### src/rtl/alu_pkg.sv
// Shared decode types for the bit-serial ALU and its sequencer state encoding.
// OP_BITS may be predefined on the command line; it defaults to 6.
`ifndef OP_BITS
`define OP_BITS 6
`endif

package alu_pkg;

  localparam int unsigned AluOpBits = `OP_BITS;
  localparam int unsigned AluLog2Nr = 4;

  typedef struct packed {
    logic [AluOpBits-1:0] operation;
    logic [AluLog2Nr-1:0] reg1;
    logic [AluLog2Nr-1:0] reg2;
    logic                 pair_op;
    logic                 pair_op2;
    logic                 sext2;
    logic                 external_arg1;
    logic                 external_arg2;
    logic                 update_reg1;
    logic                 reverse_args;
    logic                 update_carry_flags;
    logic                 update_other_flags;
    logic                 needs_in;
    logic                 needs_out;
  } alu_op_t;

  typedef enum logic [0:0] {
    SEQ_IDLE = 1'b0,
    SEQ_RUN  = 1'b1
  } seq_state_t;

endpackage

### src/rtl/alu_seq_skid.sv
// One-entry skid buffer holding a decoded op and its tag while the current op runs.
module alu_seq_skid
  import alu_pkg::*;
#(
  parameter int unsigned TagBits = 3
) (
  input  logic               clk_i,
  input  logic               reset_i,
  input  logic               push_i,
  input  logic               pop_i,
  input  alu_op_t            op_i,
  input  logic [TagBits-1:0] tag_i,
  output logic               full_o,
  output alu_op_t            op_o,
  output logic [TagBits-1:0] tag_o
);

  logic               full_q, full_d;
  alu_op_t            op_q, op_d;
  logic [TagBits-1:0] tag_q, tag_d;

  always_comb begin
    full_d = full_q;
    op_d   = op_q;
    tag_d  = tag_q;
    // Push is only offered while empty, so pop and push never collide.
    if (pop_i) begin
      full_d = 1'b0;
    end
    if (push_i) begin
      full_d = 1'b1;
      op_d   = op_i;
      tag_d  = tag_i;
    end
  end

  always_ff @(posedge clk_i) begin
    if (reset_i) begin
      full_q <= 1'b0;
      op_q   <= '0;
      tag_q  <= '0;
    end else begin
      full_q <= full_d;
      op_q   <= op_d;
      tag_q  <= tag_d;
    end
  end

  assign full_o = full_q;
  assign op_o   = op_q;
  assign tag_o  = tag_q;

endmodule

### src/rtl/alu_sequencer.sv
// Sequences one decoded op at a time through the bit-serial ALU, stalling on serial I/O.
// Define ALU_SEQ_SKID_EN to add a one-entry skid buffer for zero-bubble back-to-back ops.
`ifndef OP_BITS
`define OP_BITS 6
`endif

module alu_sequencer
  import alu_pkg::*;
#(
  parameter int unsigned LOG2_NR  = 4,
  parameter int unsigned REG_BITS = 8,
  parameter int unsigned NSHIFT   = 2,
  parameter int unsigned OP_BITS  = `OP_BITS,
  parameter int unsigned TAG_BITS = 3
) (
  input  logic                clk,
  input  logic                reset,
  input  logic                req_valid,
  output logic                req_ready,
  input  alu_op_t             req_op,
  input  logic [TAG_BITS-1:0] req_tag,
  input  logic                in_valid,
  input  logic                out_ready,
  output alu_op_t             alu_ctrl,
  output logic                alu_advance,
  output logic                alu_regfile_en,
  input  logic                alu_op_done,
  output logic                done_valid,
  output logic [TAG_BITS-1:0] done_tag,
  output logic                busy
);

  localparam int unsigned StepsSingle = REG_BITS / NSHIFT;
  localparam int unsigned StepsPair   = 2 * StepsSingle;
  localparam int unsigned CntW        = $clog2(StepsPair + 1);
  localparam logic [CntW-1:0] LastSingle = CntW'(StepsSingle - 1);
  localparam logic [CntW-1:0] LastPair   = CntW'(StepsPair - 1);

  seq_state_t          state_q, state_d;
  alu_op_t             cur_op_q, cur_op_d;
  logic [TAG_BITS-1:0] cur_tag_q, cur_tag_d;
  logic                done_valid_q, done_valid_d;
  logic [TAG_BITS-1:0] done_tag_q, done_tag_d;
  logic [CntW-1:0]     step_cnt_q, step_cnt_d;

  logic                step;
  logic                last_step;
  logic                accept;
  logic                skid_full;
  alu_op_t             skid_op;
  logic [TAG_BITS-1:0] skid_tag;

  assign accept = req_valid && req_ready;

`ifdef ALU_SEQ_SKID_EN
  logic skid_push;
  logic skid_pop;

  // While running, a request lands in the skid unless it can be loaded on this last step.
  assign skid_push = accept && (state_q == SEQ_RUN) && !last_step;
  assign skid_pop  = last_step && skid_full;
  assign req_ready = !skid_full;

  alu_seq_skid #(
    .TagBits(TAG_BITS)
  ) u_skid (
    .clk_i  (clk),
    .reset_i(reset),
    .push_i (skid_push),
    .pop_i  (skid_pop),
    .op_i   (req_op),
    .tag_i  (req_tag),
    .full_o (skid_full),
    .op_o   (skid_op),
    .tag_o  (skid_tag)
  );
`else
  assign skid_full = 1'b0;
  assign skid_op   = '0;
  assign skid_tag  = '0;
  assign req_ready = (state_q == SEQ_IDLE);
`endif

  // State register.
  always_ff @(posedge clk) begin
    if (reset) begin
      state_q      <= SEQ_IDLE;
      cur_op_q     <= '0;
      cur_tag_q    <= '0;
      done_valid_q <= 1'b0;
      done_tag_q   <= '0;
      step_cnt_q   <= '0;
    end else begin
      state_q      <= state_d;
      cur_op_q     <= cur_op_d;
      cur_tag_q    <= cur_tag_d;
      done_valid_q <= done_valid_d;
      done_tag_q   <= done_tag_d;
      step_cnt_q   <= step_cnt_d;
    end
  end

  // Next-state logic.
  always_comb begin
    state_d   = state_q;
    cur_op_d  = cur_op_q;
    cur_tag_d = cur_tag_q;
    case (state_q)
      SEQ_IDLE: begin
        if (accept) begin
          state_d   = SEQ_RUN;
          cur_op_d  = req_op;
          cur_tag_d = req_tag;
        end
      end
      SEQ_RUN: begin
        if (last_step) begin
          if (skid_full) begin
            cur_op_d  = skid_op;
            cur_tag_d = skid_tag;
          end else if (accept) begin
            cur_op_d  = req_op;
            cur_tag_d = req_tag;
          end else begin
            state_d = SEQ_IDLE;
          end
        end
      end
      default: state_d = SEQ_IDLE;
    endcase
  end

  // Step enable, completion and outputs.
  always_comb begin
    step = (state_q == SEQ_RUN) &&
           (!cur_op_q.needs_in || in_valid) &&
           (!cur_op_q.needs_out || out_ready);
    last_step    = step && alu_op_done;
    done_valid_d = last_step;
    done_tag_d   = last_step ? cur_tag_q : done_tag_q;

    // Tracks steps of the running op so the ALU's op_done can be cross-checked.
    step_cnt_d = step_cnt_q;
    if (last_step || (state_q == SEQ_IDLE)) begin
      step_cnt_d = '0;
    end else if (step) begin
      step_cnt_d = step_cnt_q + 1'b1;
    end

    alu_ctrl       = cur_op_q;
    alu_advance    = step;
    alu_regfile_en = step;
    done_valid     = done_valid_q;
    done_tag       = done_tag_q;
    busy           = (state_q == SEQ_RUN) || skid_full;
  end

  assert property (@(posedge clk) disable iff (reset)
    last_step |-> (step_cnt_q == (cur_op_q.pair_op ? LastPair : LastSingle)));

  assert property (@(posedge clk)
    ($bits(cur_op_q.reg1) == LOG2_NR) && ($bits(cur_op_q.operation) == OP_BITS));

endmodule

### config.mk
export PLATFORM = sky130hd
export DESIGN_NAME = alu_sequencer
export DESIGN_NICKNAME = d
export VERILOG_FILES = /design/src/rtl/alu_pkg.sv /design/src/rtl/alu_seq_skid.sv /design/src/rtl/alu_sequencer.sv
export SDC_FILE = /design/constraint.sdc
export NUM_CORES = 1
export LEC_CHECK = 0
export ABC_CLOCK_PERIOD_IN_PS = 1400
export BUFFER_PORTS_ARGS = -buffer_cell sky130_fd_sc_hd__buf_2
export CORE_MARGIN = 2
export CORE_UTILIZATION = 47
export CTS_BUF_LIST = sky130_fd_sc_hd__clkbuf_16
export DETAILED_ROUTE_END_ITERATION = 6
export GPL_ROUTABILITY_DRIVEN = 0
export PLACE_DENSITY_LB_ADDON = 0.3
export SLEW_MARGIN = 40
export SYNTH_ARGS = -nofsm -noshare
export SYNTH_HDL_FRONTEND = slang
export SYNTH_SLANG_ARGS = --single-unit
### constraint.sdc
create_clock -name clk -period 1.4 [get_ports clk]
set_input_delay 0.21 -clock clk [delete_from_list [all_inputs] [get_ports clk]]
set_output_delay 0.21 -clock clk [all_outputs]
set_load 0.01 [all_outputs]
==> impl_metrics.py <==
metrics = {
    "clock_network": {
        "path_clk_slew_ps": 50,
        "numCtsBuffers": 5,
        "post_cts_buffers": 0,
        "cts_tree": "done",
        "cts-root-buf": "clkbuf_16",
        "cts-hold-fix-buffers": 0,
        "cts_buffer_depth": 2,
        "cts.htree.levels": 2,
        "clock_latency_ps": 270,
        "ctsResizeCount": 0,
        "cts.sinks": 33,
    },
    "layout": {
        "layout-drive-gt1-share_pct": 45.07,
        "syn_to_final_growth_pct": 36.81,
        "diodes": 0,
        "fillers": 228,
        "finalInstanceArea_um2": 1758,
        "seq_area_um2": 660.6,
        "nNetsFinal": 247,
        "fin_util_pct": 69.08,
        "multi_input_area_um2": 538.0,
    },
    "setup_path": {
        "crit_fanout": 7,
        "slowest_stage": "dfxtp_1",
        "path_delay_family": "flip-flops",
        "required_ps": 1190,
        "cp_slowest_stage_delay_ps": 410,
        "r2r_slack_ps": 310,
        "critPathArrivalTime_ps": 1000,
        "worst_r2r_endpoint": "alu_ctrl[12]",
        "crit_buf_inv": 1,
        "path_cells": "and3_1 -> buf_2",
        "r2r-start": "busy",
        "critPathKind": "flip-flop to output pin",
        "cp-end-kind": "output pin",
        "reg2regPathDepth": 4,
        "critPathLaunchType": "flip-flop",
    },
    "synth": {
        "seq_area_frac_synth_pct": 51.41,
        "ys_ff_latch": 33,
        "synth_top_family_by_area": "simple AND/OR/NAND/NOR gates",
        "synth.cells.most_frequent": "nand2_1, dfxtp_1, a21oi_1, a21oi_2, nand2_2",
        "syn-cell-area_um2": 1285,
        "synth-edff-count": 0,
        "async_flop_share_pct": 0,
        "yosys.area.top_type": "dfxtp_1",
        "synth.distinct_cells": 18,
        "yosysMostFrequentCell": "nand2_1",
        "yosys.area_share.simple_pct": 25.51,
        "synth.avg_cell_area_um2": 8.682,
        "synth_mux_area_share_pct": 2.337,
        "synthXorXnorAreaFrac_pct": 0,
        "synth_nets": 182,
        "yosys-top-cells-area": "dfxtp_1, nand2_1, a21oi_1",
        "synth-compound-area-share_pct": 13.83,
        "synthFlopType": "dfxtp_1",
        "synth_fa_ha_area_share_pct": 0,
        "synth_top_area_share_pct": 51.41,
        "synth_cells": 148,
        "yosys_warnings": 0,
    },
    "floorplanning": {
        "dieWidth_um": 56.29,
        "initial_core_util_pct": 50.49,
        "die_h_um": 56.29,
        "pin_count": 67,
        "die-area_um2": 3168,
        "rows": 18,
        "design.core.area_um2": 2545,
    },
    "run_status": {
        "status": "completed",
    },
    "placement": {
        "placed_cell_area_um2": 1625,
        "io_buffers": 66,
        "hpwl_um": 2043,
    },
    "timing": {
        "period_needed_ps": 1212,
        "setup_violations": 0,
        "hold_viol": 0,
        "slew_headroom_pct": 73.20,
        "fin_setup_tns_ps": 0,
        "finClkSkew_ps": 4.497,
        "post-route-period-util_pct": 86.57,
        "tightest_slew_ps": 402.1,
        "rsz0062_at_grt": "no",
        "max_freq_ghz": 0.8251,
        "maxSlewViolCount": 0,
        "finalHoldWorstSlack_ps": 174.6,
    },
    "power_and_ir_drop": {
        "ir_worst_vdd_v": 0.001090,
        "power.density_nw_per_um2": 1310,
        "p_leak_nw": 0.8253,
    },
    "worst_hold_path": {
        "holdCritStartpoint": "req_tag[1]",
        "hold_path_end": "cur_tag_q[1]",
        "hold_class": "input pin to flip-flop",
        "hold_path_depth": 3,
    },
    "routing": {
        "totalWireLength_um": 2853,
        "via_per_inst": 4.823,
        "dr.pass1.iters": 4,
        "ant_nets": 0,
        "num_vias": 1172,
        "wl_per_cell_um": 11.74,
        "drc": 0,
        "drt_iter0_markers": 21,
    },
    "run": {
        "drv_cap": 0,
    },
    "global_routing": {
        "grt_overflow": 0,
        "grt_max_degree": 29,
        "grt_pass1_vias": 1161,
        "globalRouteTotalUtil_pct": 19.45,
        "antenna_found_initial": 0,
        "grt_first_pass_wirelength_um": 4850,
    },
}
-- flip-flops by register name (all words and copies together) (netlist names) --
register    count
alu_ctrl       25
busy            1
cur_tag_q       3
done_tag        3
done_valid      1
-- routing by layer --
metal | part of all wire (%) | wire, um | vias to the layer above | track usage [%]
li1 | - | - | 602 | -
met1 | 41 | 1181 | 524 | 22.22
met2 | 50 | 1426 | 41 | 32.94
met3 | 7.2 | 204 | 5 | 5.760
met4 | 1.4 | 40 | 0 | 9.524
met5 | 0 | 0 | - | 0
-- worst max-delay path by stage --
stage	start	slack (ps)	cells after the start	endpoint
after floorplan	busy	330	5	alu_ctrl[10]
final	busy	190	2	alu_advance
after global routing	busy	70	2	alu_advance
after global placement	out_ready	390	4	done_valid
after detailed placement	busy	320	4	alu_ctrl[15]
after CTS	busy	170	2	alu_advance
-- logic make-up after synthesis --
kind of cell | count (synthesis)
AND/OR/NAND/NOR | 71
multiplexers | 3
AO/OA/AOI/OAI | 28
flip-flops | 33
buffers and inverters | 13
-- area by class of cell --
| cell class | count | area share, % |
|---|---|---|
| Multi-Input combinational cell | 102 | 30.60 |
| Tap cell | 30 | 2.135 |
| Clock buffer | 5 | 7.117 |
| Clock inverter | 2 | 0.4270 |
| Inverter | 1 | 0.2135 |
| Timing Repair Buffer | 70 | 21.92 |
| Sequential cell | 33 | 37.58 |
-- placed cells by master (no fill, tap or decap), types with 2 or more instances in the layout --
cell type	count
nand2_2	10
inv_1	2
buf_2	66
dfxtp_1	33
nand2_1	46
a21oi_2	10
clkbuf_16	5
buf_4	2
buf_12	2
a21oi_1	18
nand2b_1	9
mux2i_1	3
-- stage by stage --
stage,cells,worst slack [ps],total power [mW]
2_1_floorplan,148,325.3,1.226
3_3_place_gp,236,391.0,1.334
3_5_place_dp,236,323.3,1.346
4_1_cts,243,171.6,2.333
5_1_grt,243,71.24,2.405
6_report,243,188.1,2.303
-- report_power, final --
part	switching, mW	internal (mW)
combinational	0.163	0.138
sequential	0.0303	0.995
clock	0.344	0.633
total	0.537	1.77
-- worst reg2reg max path, stage by stage, from the launching register on --
cell and delay, ps:
dfxtp_1 410, nand2b_1 180, buf_12 200, nand2_1 90, a21oi_1 140
No activity file was read; power rests on OpenSTA's default activity.
